### src/rtl/crossover_ctrl_if.sv
// Parent-read / child-write stream bus driven by crossover_ctrl toward the gene memories and gene mux.
interface crossover_ctrl_if #(
  parameter int ADDR_W = 8
);
  logic              rd_en;
  logic [ADDR_W-1:0] rd_addr;
  logic [1:0]        sel;
  logic              wr_en;
  logic [ADDR_W-1:0] wr_addr;
  logic [1:0]        wr_sel;

  modport master (
    output rd_en, rd_addr, sel, wr_en, wr_addr, wr_sel
  );

  modport slave (
    input rd_en, rd_addr, sel, wr_en, wr_addr, wr_sel
  );
endinterface

### src/rtl/crossover_ctrl.sv
// Single-point crossover sequencer: picks a crossover point, streams parent reads, child writes one cycle later.
// Optional XOVER_FIXED_PT_EN replaces the LFSR pick with an externally supplied fixed_pt (clamped to min size).
module crossover_ctrl #(
  parameter int         ADDR_W = 8,
  parameter logic [7:0] SEED   = 8'hA5
) (
  input  logic              clk,
  input  logic              rst,
  input  logic              start,
  input  logic [ADDR_W-1:0] genome1_size,
  input  logic [ADDR_W-1:0] genome2_size,
`ifdef XOVER_FIXED_PT_EN
  input  logic [ADDR_W-1:0] fixed_pt,
`endif
  output logic              busy,
  output logic              done,
  output logic [ADDR_W-1:0] crossover_pt,
  crossover_ctrl_if.master  mem
);

  typedef enum logic [1:0] {IDLE, PICK, STREAM, END} state_t;

  state_t            state;
  logic [ADDR_W-1:0] size2;
  logic [ADDR_W-1:0] min_size;
  logic [ADDR_W-1:0] k;
  logic [ADDR_W-1:0] k_inc;
  logic [ADDR_W-1:0] k_last;
  logic              rd_en;
  logic [1:0]        sel;
  logic              wr_en;
  logic [ADDR_W-1:0] wr_addr;
  logic [1:0]        wr_sel;
  logic              pick_ok;
  logic [ADDR_W-1:0] pick_val;

  assign k_inc  = k + ADDR_W'(1);
  assign k_last = size2 - ADDR_W'(1);

`ifdef XOVER_FIXED_PT_EN
  assign pick_ok  = 1'b1;
  assign pick_val = (fixed_pt <= min_size) ? fixed_pt : min_size;
`else
  logic [7:0] lfsr;
  logic [7:0] lfsr_next;

  assign lfsr_next = {lfsr[6:0], lfsr[7] ^ lfsr[5] ^ lfsr[4] ^ lfsr[3]};
  // The LFSR never yields 0, so an empty shorter parent is resolved without drawing.
  assign pick_ok   = (min_size == '0) || (32'(lfsr) <= 32'(min_size));
  assign pick_val  = (min_size == '0) ? '0 : ADDR_W'(lfsr);

  always_ff @(posedge clk or negedge rst) begin
    if (!rst)
      lfsr <= SEED;
    else if (state == PICK && min_size != '0)
      lfsr <= lfsr_next;
  end
`endif

  always_ff @(posedge clk or negedge rst) begin
    if (!rst) begin
      state        <= IDLE;
      size2        <= '0;
      min_size     <= '0;
      k            <= '0;
      crossover_pt <= '0;
      busy         <= 1'b0;
      done         <= 1'b0;
      rd_en        <= 1'b0;
      sel          <= 2'b00;
      wr_en        <= 1'b0;
      wr_addr      <= '0;
      wr_sel       <= 2'b00;
    end else begin
      wr_en   <= rd_en;
      wr_addr <= k;
      wr_sel  <= sel;
      case (state)
        IDLE: begin
          if (start) begin
            size2    <= genome2_size;
            min_size <= (genome1_size < genome2_size) ? genome1_size : genome2_size;
            busy     <= 1'b1;
            state    <= PICK;
          end
        end
        PICK: begin
          if (pick_ok) begin
            crossover_pt <= pick_val;
            k            <= '0;
            if (size2 == '0) begin
              sel   <= 2'b01;
              done  <= 1'b1;
              state <= END;
            end else begin
              rd_en <= 1'b1;
              sel   <= (pick_val != '0) ? 2'b10 : 2'b11;
              state <= STREAM;
            end
          end
        end
        STREAM: begin
          if (k == k_last) begin
            rd_en <= 1'b0;
            sel   <= 2'b01;
            done  <= 1'b1;
            k     <= '0;
            state <= END;
          end else begin
            k   <= k_inc;
            sel <= (k_inc < crossover_pt) ? 2'b10 : 2'b11;
          end
        end
        END: begin
          busy  <= 1'b0;
          done  <= 1'b0;
          sel   <= 2'b00;
          state <= IDLE;
        end
        default: state <= IDLE;
      endcase
    end
  end

  assign mem.rd_en   = rd_en;
  assign mem.rd_addr = k;
  assign mem.sel     = sel;
  assign mem.wr_en   = wr_en;
  assign mem.wr_addr = wr_addr;
  assign mem.wr_sel  = wr_sel;

endmodule
### src/flat_wrapper.sv
// flat-port wrapper written by rule: the top's interface ports become plain ports
module crossover_ctrl_flat 
#(
  parameter int         ADDR_W = 8,
  parameter logic [7:0] SEED   = 8'hA5
)
  (clk, rst, start, genome1_size, genome2_size, busy, done, crossover_pt, mem_rd_en, mem_rd_addr, mem_sel, mem_wr_en, mem_wr_addr, mem_wr_sel);
  crossover_ctrl_if #(.ADDR_W(ADDR_W)) mem_i ();
  input  logic clk;
  input  logic rst;
  input  logic start;
  input  logic [ADDR_W-1:0] genome1_size;
  input  logic [ADDR_W-1:0] genome2_size;
  output logic busy;
  output logic done;
  output logic [ADDR_W-1:0] crossover_pt;
  output wire logic [$bits(mem_i.rd_en)-1:0] mem_rd_en;
  output wire logic [$bits(mem_i.rd_addr)-1:0] mem_rd_addr;
  output wire logic [$bits(mem_i.sel)-1:0] mem_sel;
  output wire logic [$bits(mem_i.wr_en)-1:0] mem_wr_en;
  output wire logic [$bits(mem_i.wr_addr)-1:0] mem_wr_addr;
  output wire logic [$bits(mem_i.wr_sel)-1:0] mem_wr_sel;
  assign mem_rd_en = mem_i.rd_en;
  assign mem_rd_addr = mem_i.rd_addr;
  assign mem_sel = mem_i.sel;
  assign mem_wr_en = mem_i.wr_en;
  assign mem_wr_addr = mem_i.wr_addr;
  assign mem_wr_sel = mem_i.wr_sel;
  crossover_ctrl #(.ADDR_W(ADDR_W), .SEED(SEED)) u_core (.clk(clk), .rst(rst), .start(start), .genome1_size(genome1_size), .genome2_size(genome2_size), .busy(busy), .done(done), .crossover_pt(crossover_pt), .mem(mem_i));
endmodule
### config.mk
export PLATFORM = sky130hd
export DESIGN_NAME = crossover_ctrl_flat
export DESIGN_NICKNAME = d
export VERILOG_FILES = /design/src/rtl/crossover_ctrl_if.sv /design/src/rtl/crossover_ctrl.sv /design/src/flat_wrapper.sv
export SDC_FILE = /design/constraint.sdc
export NUM_CORES = 1
export LEC_CHECK = 0
export CAP_MARGIN = 15
export CORE_MARGIN = 2
export CORE_UTILIZATION = 45
export CTS_CLUSTER_SIZE = 25
export DETAILED_ROUTE_END_ITERATION = 16
export GPL_TIMING_DRIVEN = 1
export PLACE_DENSITY = 0.65
export SYNTH_ARGS = -nofsm -noshare
export SYNTH_HDL_FRONTEND = slang
export SYNTH_SLANG_ARGS = --single-unit
### constraint.sdc
create_clock -name clk -period 5.36 [get_ports clk]
set_input_delay 0.536 -clock clk [delete_from_list [all_inputs] [get_ports clk]]
set_output_delay 0.536 -clock clk [all_outputs]
set_load 0.02 [all_outputs]
==> impl_results.md <==
- R2R Setup Slk: ~2.8 ns
- # clock sinks: between 50 and 60
- Post-Synthesis Net Count: 377
- Most frequent cells in the layout: dfrtp_1, clkdlybuf4s50_1, nand2_1, inv_1, ha_1
- Area growth syn-to-layout: 23.5%
- Routed Antenna Nets: 0
- Vias after detailed routing: 2589
- Starting Density: 46.7%
- Synth Register Bits: 58
- Async SR Flop Fraction: 100%
- VDD IR max: 0.193 mV
- Io pins: 51
- Starting DRT DRC Count: 127
- Max H-tree Level: 3
- Wirelength per Cell: 14.6 um
- Rel. slew slack: 43.8%
- Vias in the first global route: 2450
- RR Endpoint: u_core.state[1]
- Setup TNS: 0 ns
- Max clock buf depth: 2
- Leading register cell type out of synthesis: dfrtp_1
- Status: finished, final reports clean
- Inserted Diodes: 0
- Clk pin slew, worst setup/hold paths: 0.07 ns
- Max cap viols: 0
- Final global-route overflow total: 0
- Initial antenna violation count: 0
- DRC violations left: 0
- Fmax: 389 MHz
- Syn Area/Cell: 10.3 um^2
- CP endpoint kind: register
- Hold Path Class: in2async
- Crit path kind: reg2reg
- Crit path buf inv count: 1
- TritonCTS clock tree: done
- Die height: 90.7 um
- Gpl congestion: 0.855
- Setup Buffers After CTS: 0
- R2R Path Start: u_core.size2[0]
- Crit-path max FO: 15
- # port buffers: 50
- Critical-path top delay cell: dfrtp_1
- Final hold vios: 0
- Clock skew: between 0.008 and 0.009 ns
- Synth cell types: 60
- Synth Instances: between 300 and 400
- Share of layout cells above drive strength 1: between 10% and 20%
- Register area share after synthesis: 43.0%
- Core footprint: 7250 um^2
- Min Tclk post-route: 2.57 ns
- DIE WIDTH: 90.7 um
- Drt first pass iters: 4
- Worst path top cell family by delay: compound AO/OA/AOI/OAI gates
- WP data required: approximately 5.6 ns
- Via/cell ratio: 5.34
- Synth warnings: 0
- Cell Rows: 31
- Post-synthesis cell area: 3390 um^2
- Pin count of the biggest net entering global routing: 59
- Worst path max stage delay: 0.43 ns
- Fin. max-slew vios: 0
- CTS root buf: clkbuf_8
- RSZ-0062 raised after global routing: false
- Worst reg2reg path depth: 8
- Pwr Density: 580 nW/um^2
- Worst Max-Slew Pin Slew: 0.836 ns
- Hold buffers post-CTS: 0
- CP Launch Type: register
- Setup Viol. Count Final: 0
- First-pass GRT wire length: roughly 12 mm
- Final Core Density: 57.7%
- Leak: 1.88 nW
- Routed wire length: 7.08 mm
- Commonest non-fill, non-tap cell in the layout: dfrtp_1
- Number of synthesized flops with an enable pin: 0
- Period utilisation layout: between 40 and 50%
- Place WS: ~2.7 ns
- CTS buffer count: 9
- Die area: 8230 um^2
- CP arrival: 2.79 ns
- Gr usage total: 18.2%
- Fin nets: 430
- Worst-Skew Late Latency: 0.34 ns
- Detail Placement HPWL: ~5.4 mm
- CP Cell Sequence: inv_1, ha_1, nor3b_1, a21oi_1, nor4b_4, o211ai_4, a211oi_2, mux2_1
- PostCTS Resize Cnt: 0
- Post-route setup slack: 2.79 ns
[routing by layer]
metal	share of wire, %	track usage [%]
met5	0	0
met4	1.4	5.38
met3	5.2	5.18
met2	47	28.7
met1	47	24.6
[cells in the mapped netlist, types with 5 or more instances]
cell type	instances	area share, %
o21ai_1	6	0.89
nand3_1	7	1.0
nand4_1	5	0.92
nor2b_1	5	0.92
a32o_1	5	1.5
nand2_1	34	3.8
a22o_1	7	1.8
xnor2_1	9	2.3
nor3_1	5	0.74
o21ai_0	20	3.0
mux2i_1	11	3.3
mux2_2	7	2.3
xor2_1	7	1.8
ha_1	30	11
dfrtp_1	54	40
inv_1	33	3.7
a21oi_1	12	1.8
nor2_1	10	1.1
[per-stage QoR]
step / cells / total power, mW / hold slack, ns / cell area, um^2
6_report: 485 / 2.42 / 0.344 / 4180
3_5_place_dp: 469 / 1.99 / 0.396 / 3960
2_1_floorplan: 328 / 1.65 / 0.240 / 3390
3_3_place_gp: 469 / 1.96 / 0.402 / 3960
4_1_cts: 485 / 2.44 / 0.361 / 4180
5_1_grt: 485 / 2.62 / 0.415 / 4180
[layout make-up]
| cell class | instances | area, um^2 |
|---|---|---|
| flip-flops and latches | 58 | 1460 |
| clock buffers | 11 | 141 |
| inverters | 33 | 124 |
| well taps | 99 | 124 |
| repair buffers | 51 | 503 |
| fillers | 637 | 3070 |
| clock inverters | 5 | 77.6 |
| multi-input cells | 228 | 1760 |
[how the worst max path moves through the flow]
stage / endpoint / depth (start not counted) / slack (ns) / startpoint
after floorplan: u_core.mem.sel[0] / 10 / 3.10 / u_core.mem.rd_addr[0]
after global placement: u_core.min_size[5] / 9 / 2.75 / genome2_size[2]
after detailed placement: u_core.min_size[6] / 9 / 2.68 / genome2_size[2]
after CTS: u_core.state[1] / 8 / 2.79 / u_core.size2[0]
after global routing: u_core.state[1] / 8 / 2.54 / u_core.size2[0]
final: u_core.state[1] / 8 / 2.79 / u_core.size2[0]
[power by group]
group | total (mW) | switching (mW) | internal, mW | leakage (nW)
sequential | 0.793 | 0.182 | 0.611 | 0.723
clock | 0.447 | 0.174 | 0.273 | 0.109
combinational | 1.18 | 0.630 | 0.554 | 1.05
total | 2.42 | 0.986 | 1.44 | 1.88
[flip-flops by register name (all words and copies together) (netlist names)]
register	count
u_core.mem.sel	2
u_core.min_size	8
u_core.mem.wr_sel	2
u_core.mem.rd_addr	8
u_core.mem.wr_en	1
u_core.size2	8
u_core.mem.rd_en	1
u_core.done	1
u_core.mem.wr_addr	8
u_core.crossover_pt	8
u_core.busy	1
u_core.state	2
u_core.lfsr	8
[cells by family after synthesis]
| family | count (synthesis) | synth area share [%] |
|---|---|---|
| AO/OA/AOI/OAI | 78 | 17.4 |
| XOR/XNOR | 16 | 4.14 |
| adder cells (fa/ha/maj) | 30 | 11.1 |
| buffers and inverters | 42 | 5.10 |
| flip-flops | 58 | 43.0 |
| multiplexers | 19 | 5.91 |
| AND/OR/NAND/NOR | 85 | 13.3 |
(Power assumes the default switching activity.)
